==> src/rtl/sr_latch_driver.sv <==
// Drives the S/R inputs of an external SR latch with fixed-width, non-overlapping
// pulses, then reads the latch output back and flags mismatches.
`timescale 1ns/1ps

module sr_latch_driver #(
  parameter int unsigned PULSE_CYCLES = 2,
  parameter int unsigned GUARD_CYCLES = 1
) (
  input  logic       clk,
  input  logic       reset,
  input  logic       cmd_valid,
  input  logic       cmd_set,
  output logic       cmd_ready,
  output logic       S,
  output logic       R,
  input  logic       Q,
  output logic       busy,
  output logic       done,
  output logic       err,
  output logic [7:0] err_cnt
);

  localparam int unsigned CNT_W   = 8;
  localparam int unsigned ECNT_W  = 8;
  localparam logic [ECNT_W-1:0] ECNT_MAX = '1;

  typedef enum logic [1:0] {
    IDLE  = 2'd0,
    PULSE = 2'd1,
    GUARD = 2'd2,
    CHECK = 2'd3
  } state_t;

  state_t              state;
  state_t              state_n;
  logic [CNT_W-1:0]    cnt;
  logic [CNT_W-1:0]    cnt_n;
  logic                set_q;
  logic                set_n;

  logic                ready_n;
  logic                s_n;
  logic                r_n;
  logic                busy_n;
  logic                done_n;
  logic                err_n;
  logic [ECNT_W-1:0]   err_cnt_n;

  // State, counter and registered outputs.
  always_ff @(posedge clk) begin
    if (reset) begin
      state     <= IDLE;
      cnt       <= '0;
      set_q     <= 1'b0;
      cmd_ready <= 1'b1;
      S         <= 1'b0;
      R         <= 1'b0;
      busy      <= 1'b0;
      done      <= 1'b0;
      err       <= 1'b0;
      err_cnt   <= '0;
    end else begin
      state     <= state_n;
      cnt       <= cnt_n;
      set_q     <= set_n;
      cmd_ready <= ready_n;
      S         <= s_n;
      R         <= r_n;
      busy      <= busy_n;
      done      <= done_n;
      err       <= err_n;
      err_cnt   <= err_cnt_n;
    end
  end

  // Next state and the output values for the cycle after this edge.
  always_comb begin
    state_n   = state;
    cnt_n     = cnt;
    set_n     = set_q;
    ready_n   = 1'b0;
    s_n       = 1'b0;
    r_n       = 1'b0;
    busy_n    = 1'b1;
    done_n    = 1'b0;
    err_n     = 1'b0;
    err_cnt_n = err_cnt;

    case (state)
      IDLE: begin
        busy_n  = 1'b0;
        ready_n = 1'b1;
        if (cmd_valid) begin
          state_n = PULSE;
          cnt_n   = CNT_W'(PULSE_CYCLES - 1);
          set_n   = cmd_set;
          s_n     = cmd_set;
          r_n     = ~cmd_set;
          busy_n  = 1'b1;
          ready_n = 1'b0;
        end
      end

      PULSE: begin
        if (cnt == '0) begin
          state_n = GUARD;
          cnt_n   = CNT_W'(GUARD_CYCLES - 1);
        end else begin
          cnt_n = CNT_W'(cnt - 1'b1);
          s_n   = set_q;
          r_n   = ~set_q;
        end
      end

      // Q is only looked at on the edge that ends the last guard cycle.
      GUARD: begin
        if (cnt == '0) begin
          state_n = CHECK;
          done_n  = 1'b1;
          err_n   = (Q != set_q);
          if (err_n && (err_cnt != ECNT_MAX)) begin
            err_cnt_n = ECNT_W'(err_cnt + 1'b1);
          end
        end else begin
          cnt_n = CNT_W'(cnt - 1'b1);
        end
      end

      CHECK: begin
        state_n = IDLE;
        busy_n  = 1'b0;
        ready_n = 1'b1;
      end

      default: begin
        state_n = IDLE;
        busy_n  = 1'b0;
        ready_n = 1'b1;
      end
    endcase
  end

endmodule
==> config.mk <==
export PLATFORM = sky130hd
export DESIGN_NAME = sr_latch_driver
export DESIGN_NICKNAME = d
export VERILOG_FILES = /design/src/rtl/sr_latch_driver.sv
export SDC_FILE = /design/constraint.sdc
export NUM_CORES = 1
export LEC_CHECK = 0
export ABC_CLOCK_PERIOD_IN_PS = 2750
export CAP_MARGIN = 10
export CELL_PAD_IN_SITES_DETAIL_PLACEMENT = 1
export CELL_PAD_IN_SITES_GLOBAL_PLACEMENT = 1
export CORE_ASPECT_RATIO = 2
export CORE_MARGIN = 4
export CORE_UTILIZATION = 40
export DETAILED_ROUTE_END_ITERATION = 12
export PLACE_DENSITY = 0.84
export REMOVE_ABC_BUFFERS = 1
export SETUP_SLACK_MARGIN = 0.4
export SLEW_MARGIN = 5
export SYNTH_ARGS = -nofsm -noshare
export SYNTH_HDL_FRONTEND = slang
export SYNTH_SLANG_ARGS = --single-unit
==> constraint.sdc <==
create_clock -name clk -period 2.75 [get_ports clk]
set_input_delay 0.275 -clock clk [delete_from_list [all_inputs] [get_ports clk]]
set_output_delay 0.275 -clock clk [all_outputs]
set_load 0.02 [all_outputs]
# Yosys cells after proc, flatten, opt, wreduce, memory -nomap -nowiden
# Cells that the tools add are included.
# W data, S select, Z words.
dict set report word_totals {
  reg_bits 25
  input_bits 5
  out_inout_bits 14
  wordCells 54
}
dict set report op_classes {
  add_sub_neg 2
  n_eq_ne 9
  mux 19
  n_bitwise 4
  reduce_logical 10
}
# operator n
set op_table {}
lappend op_table {{$mux W8} 3}
lappend op_table {{$pmux W8 S3} 1}
lappend op_table {{$reduce_and A3 Y1} 3}
lappend op_table {{$add A8 B1 Y8 const B} 1}
lappend op_table {{$logic_not A8 Y1} 1}
lappend op_table {{$ne A2 B2 Y1 const B} 4}
lappend op_table {{$ne A8 B8 Y1 const B} 1}
lappend op_table {{$pmux W1 S2} 4}
lappend op_table {{$pmux W2 S4} 1}
lappend op_table {{$sub A8 B1 Y8 const B} 1}
lappend op_table {{$mux W1} 7}
lappend op_table {{$mux W2} 3}
lappend op_table {{$eq A2 B2 Y1 const B} 2}
lappend op_table {{$not A1 Y1} 4}
lappend op_table {{$reduce_bool A3 Y1} 1}
lappend op_table {{$reduce_or A3 Y1} 1}
lappend op_table {{$eq A2 B1 Y1 const B} 1}
lappend op_table {{$logic_not A2 Y1} 1}
lappend op_table {{$reduce_and A2 Y1} 1}
lappend op_table {{$reduce_or A2 Y1} 1}
lappend op_table {{$logic_and A1 B1 Y1} 1}
lappend op_table {{$ne A1 B1 Y1} 1}

# Logic depth before layout (Yosys ltp)
dict set report depth {
  ltp_word 3
  mapped_depth 7
  mapped_depth_nobuf 6
}

# Worst setup path before layout
# Ideal clock, no wire load.
dict set report synth_timing {
  kind {flip-flop to flip-flop}
  from {reg cnt[0]}
  to {reg cnt[4]}
  setup_time_ns 0.123
  arrival_ns 1.802
  required_time_ns 2.627
  path_slack_ns 0.825
  stages_incl_launch_ff 7
  path_buffers 0
  period_less_slack_ns 1.925
  cell_sequence {dfxtp_1 -> inv_1 -> ha_1 -> and4bb_4 -> a2111oi_0 -> a21o_1 -> a21oi_1}
}
dict set report synth_between {
  elab_chain_len 3
  word_cells_on_any_way 7
  cone_classes {add/sub (1); eq/ne (1); mux (3); reduce/logical (2)}
}
# item line_no
set synth_rtl {}
lappend synth_rtl {{start: declaration} 36} ;# logic [CNT_W-1:0] cnt;
lappend synth_rtl {{start signal: assignment} 64} ;# cnt <= cnt_n;
lappend synth_rtl {{$sub A8 B1 Y8 / $logic_not A8 Y1 (equally long branches)} n/a}
lappend synth_rtl {{$mux W8, or another cell as far along} 117} ;# if (cnt == '0) begin
lappend synth_rtl {{$pmux W8 S3 / $reduce_and A3 Y1 (equally long branches)} n/a}
# Several ways; a longest one is shown, not always the timed one. The select of a mux whose other input is x is not followed.
# A chain may end at the register's enable or synchronous reset.

# Final worst setup path
dict set report layout_timing {
  from {reg cnt[2]}
  to {reg err_cnt[5]}
}
dict set report layout_between {
  elab_chain_len 2
}
# item line_no
set layout_rtl {}
lappend layout_rtl {{$logic_not A8 Y1} 117}
lappend layout_rtl {{$reduce_and A3 Y1 (no line)} n/a}
lappend layout_rtl {{end signal: assignment} 72} ;# err_cnt <= err_cnt_n;
lappend layout_rtl {{end: declaration} 20} ;# output logic [7:0] err_cnt
# Every way passes these cells.

==> results by group <==
Outcome
  • Status: completed

Yosys
  • Most frequent cell after synthesis: dfxtp_1
  • Seq/Total Area, Yosys: 0.3806
  • Synth Warn #: 0
  • Syn_area_per_cell: 8.885 sq um
  • Synth Cell Area: 1315 sq um
  • Synth top area cells: dfxtp_1 38%, ha_1 6.7%, a21oi_1 6.5%, nor2_1 3.4%, or4_1 2.9%
  • Ys async rst share: 0
  • Post-synth top area share: 0.3806
  • Syn Inst Count: 148
  • Seq cells post-synth: 25
  • Post-synth EDFFs: 0
  • Predominant post-synthesis flop cell: dfxtp_1
  • Synth cell types: 47
  • Top cells by count, synth: 25 x dfxtp_1, 17 x a21oi_1, 12 x nor2_1, 9 x inv_1
  • Area leader, netlist: dfxtp_1

Floorplanning
  • # rows: 29
  • IO Pins: 19
  • Initial Util: 0.4166
  • Core Area: 3157 sq um
  • Die X: 48.55 um
  • Die Height: 89.09 um
  • Die area: 4325 sq um

Timing
  • Fmax: 472.1 MHz
  • Max Slew Vio Count: 0
  • Final setup TNS: 0 ns
  • Setup ws final: 0.6319 ns
  • RSZ-0062 raised after global routing: false
  • Min Hold Slack: 0.5242 ns
  • Final-report hold violation count: 0
  • Period utilization: 0.7702
  • Minimum clock period: 2.118 ns
  • Final setup vio count: 0
  • Clock skew: 0.003572 ns
  • Slew margin rel.: 0.5609
  • Worst slew pin tran: 0.6537 ns

Drt
  • 1st-iter DRT viols: 39
  • Number of remaining DRC errors: 0
  • WL/cell: 18.76 um
  • DR vias/cell: 6.410
  • Total Routed Length: 3751 um
  • Total vias in the final route: 1,282
  • DRT antenna net count: 0
  • Pre-Repair DR Iteration Count: 4

Finish
  • Final Cell Area: 1579 sq um
  • Layout Cells excl Fill: 200
  • # diodes: 0
  • Area delta synth->final: 20.08%
  • Core Util, Final: 0.5002
  • Fin nets: 182
  • Share of cells above drive strength 1: 0.1006

Run
  • MaxCap Viol Count: 0

Min path
  • Hold path depth: 2
  • Hold Crit Class: register to register
  • Worst min-delay path endpoint: err_cnt[6]$_SDFFE_PP0P_
  • Hold path startpoint: err_cnt[6]$_SDFFE_PP0P_

Placement
  • RePlAce Congestion: 0.8421
  • DP Cell Count: 196
  • Dpl hpwl: 3006 um
  • Pre-CTS setup slack: 0.6523 ns
  • Buffers on Ports: 18
  • Placed cell area: 1534 sq um

Power
  • Static Leakage: 0.5580 nW
  • PD cells: 1151 nW/um^2
  • Total power: 1.818 mW
  • Max VDD drop: 0.0006989 V

Setup path
  • Worst R2R Setup Slack: 0.63 ns
  • Setup crit start kind: register
  • CP arrival: 2.32 ns
  • Worst-path fanout max: 14
  • WS Path Type: register to register
  • Crit path capture type: register
  • RR Endpoint: err_cnt[5]$_SDFFE_PP0P_
  • R2r worst-path depth: 4
  • RR Startpoint: cnt[2]$_SDFFE_PP0P_
  • Req. time, crit path: 2.95 ns

CTS
  • TritonCTS clock tree: built
  • Clock Sinks: 25
  • # hold bufs at CTS: 0
  • Clock Latency Late Sink: 0.27 ns
  • Worst-path clk slew: 0.09 ns
  • Root buf cell: clkbuf_8
  • # resized after CTS: 0
  • Cts bufs inserted: 3
  • Clk buf depth: 2
  • Buffer count from post-CTS setup fixing: 0
  • H-tree depth: 1

Global route
  • Remaining global-route overflow: 0
  • Largest net degree at the start of global routing: 21
  • Initial antenna violation count: 0
  • Vias in the first global route: 1,348
  • First-pass GRT wire length: 6196 um
  • Combined global-route utilization of all metal layers: 0.1818
worst max-delay path by stage:
stage	to	from	cells after the start	slack (ns)
finish	err_cnt[5]$_SDFFE_PP0P_	cnt[2]$_SDFFE_PP0P_	4	0.63
global route	err_cnt[5]$_SDFFE_PP0P_	cnt[2]$_SDFFE_PP0P_	4	0.49
floorplan	cnt[4]$_SDFFE_PP0P_	cnt[0]$_SDFFE_PP0P_	6	0.82
global placement	cnt[1]$_SDFFE_PP0P_	cnt[0]$_SDFFE_PP0P_	6	0.70
CTS	err_cnt[7]$_SDFFE_PP0P_	cnt[2]$_SDFFE_PP0P_	4	0.62
detailed placement	err_cnt[7]$_SDFFE_PP0P_	cnt[2]$_SDFFE_PP0P_	4	0.65
state kept, by name (all words and copies together) (netlist names):
name	cells
cnt	8
err_cnt	8
state	2
R	1
S	1
busy	1
cmd_ready	1
done	1
err	1
set_q	1
critical path: stages (launching register included):
cell and delay (ns):
dfxtp_1 0.39, nor4_4 0.65, nand3_4 0.28, or4b_1 0.56
a21oi_1 0.16
placed cells by master (no fill, tap or decap), types with 2 or more instances in the layout:
cell,instances
xnor2_1,2
nand4_1,3
a21oi_1,17
or3_2,2
clkdlybuf4s50_1,18
nand2_1,7
clkbuf_8,3
nand3_1,7
nor3_1,5
or4_1,5
a2111oi_0,2
ha_1,7
inv_1,9
nor2_1,12
buf_4,3
nand2b_1,2
dfxtp_1,25
o41ai_1,3
o31ai_1,2
o21ai_0,5
a21o_1,2
area by class of cell:
cell class	count	area, sq um
Fill cell	379	1578
Multi-Input combinational cell	110	758.2
Sequential cell	25	500.5
Timing Repair Buffer	21	202.7
Clock buffer	4	45.04
Tap cell	31	38.79
Inverter	9	33.78
per-layer routing:
metal	vias up	track usage	share of wire
met3	14	0.02671	0.040
met1	631	0.1614	0.32
met5	-	0	0
met4	0	0.1176	0.037
met2	38	0.3655	0.60
li1	599	-	-
cells by family after synthesis:
logic type,count (synthesis),share of synthesized area
flops,25,0.3806
fa+ha+maj,7,0.06660
compound gates,43,0.2227
xor+xnor,3,0.01998
buf+inv,13,0.04281
simple gates,57,0.2674
where the power goes:
part | leakage, nW | switching (mW) | internal [mW] | total (mW)
Combinational | 0.331 | 0.617 | 0.424 | 1.04
Sequential | 0.204 | 0.101 | 0.456 | 0.558
Clock | 0.0228 | 0.115 | 0.104 | 0.218
(Power assumes the default switching activity.)
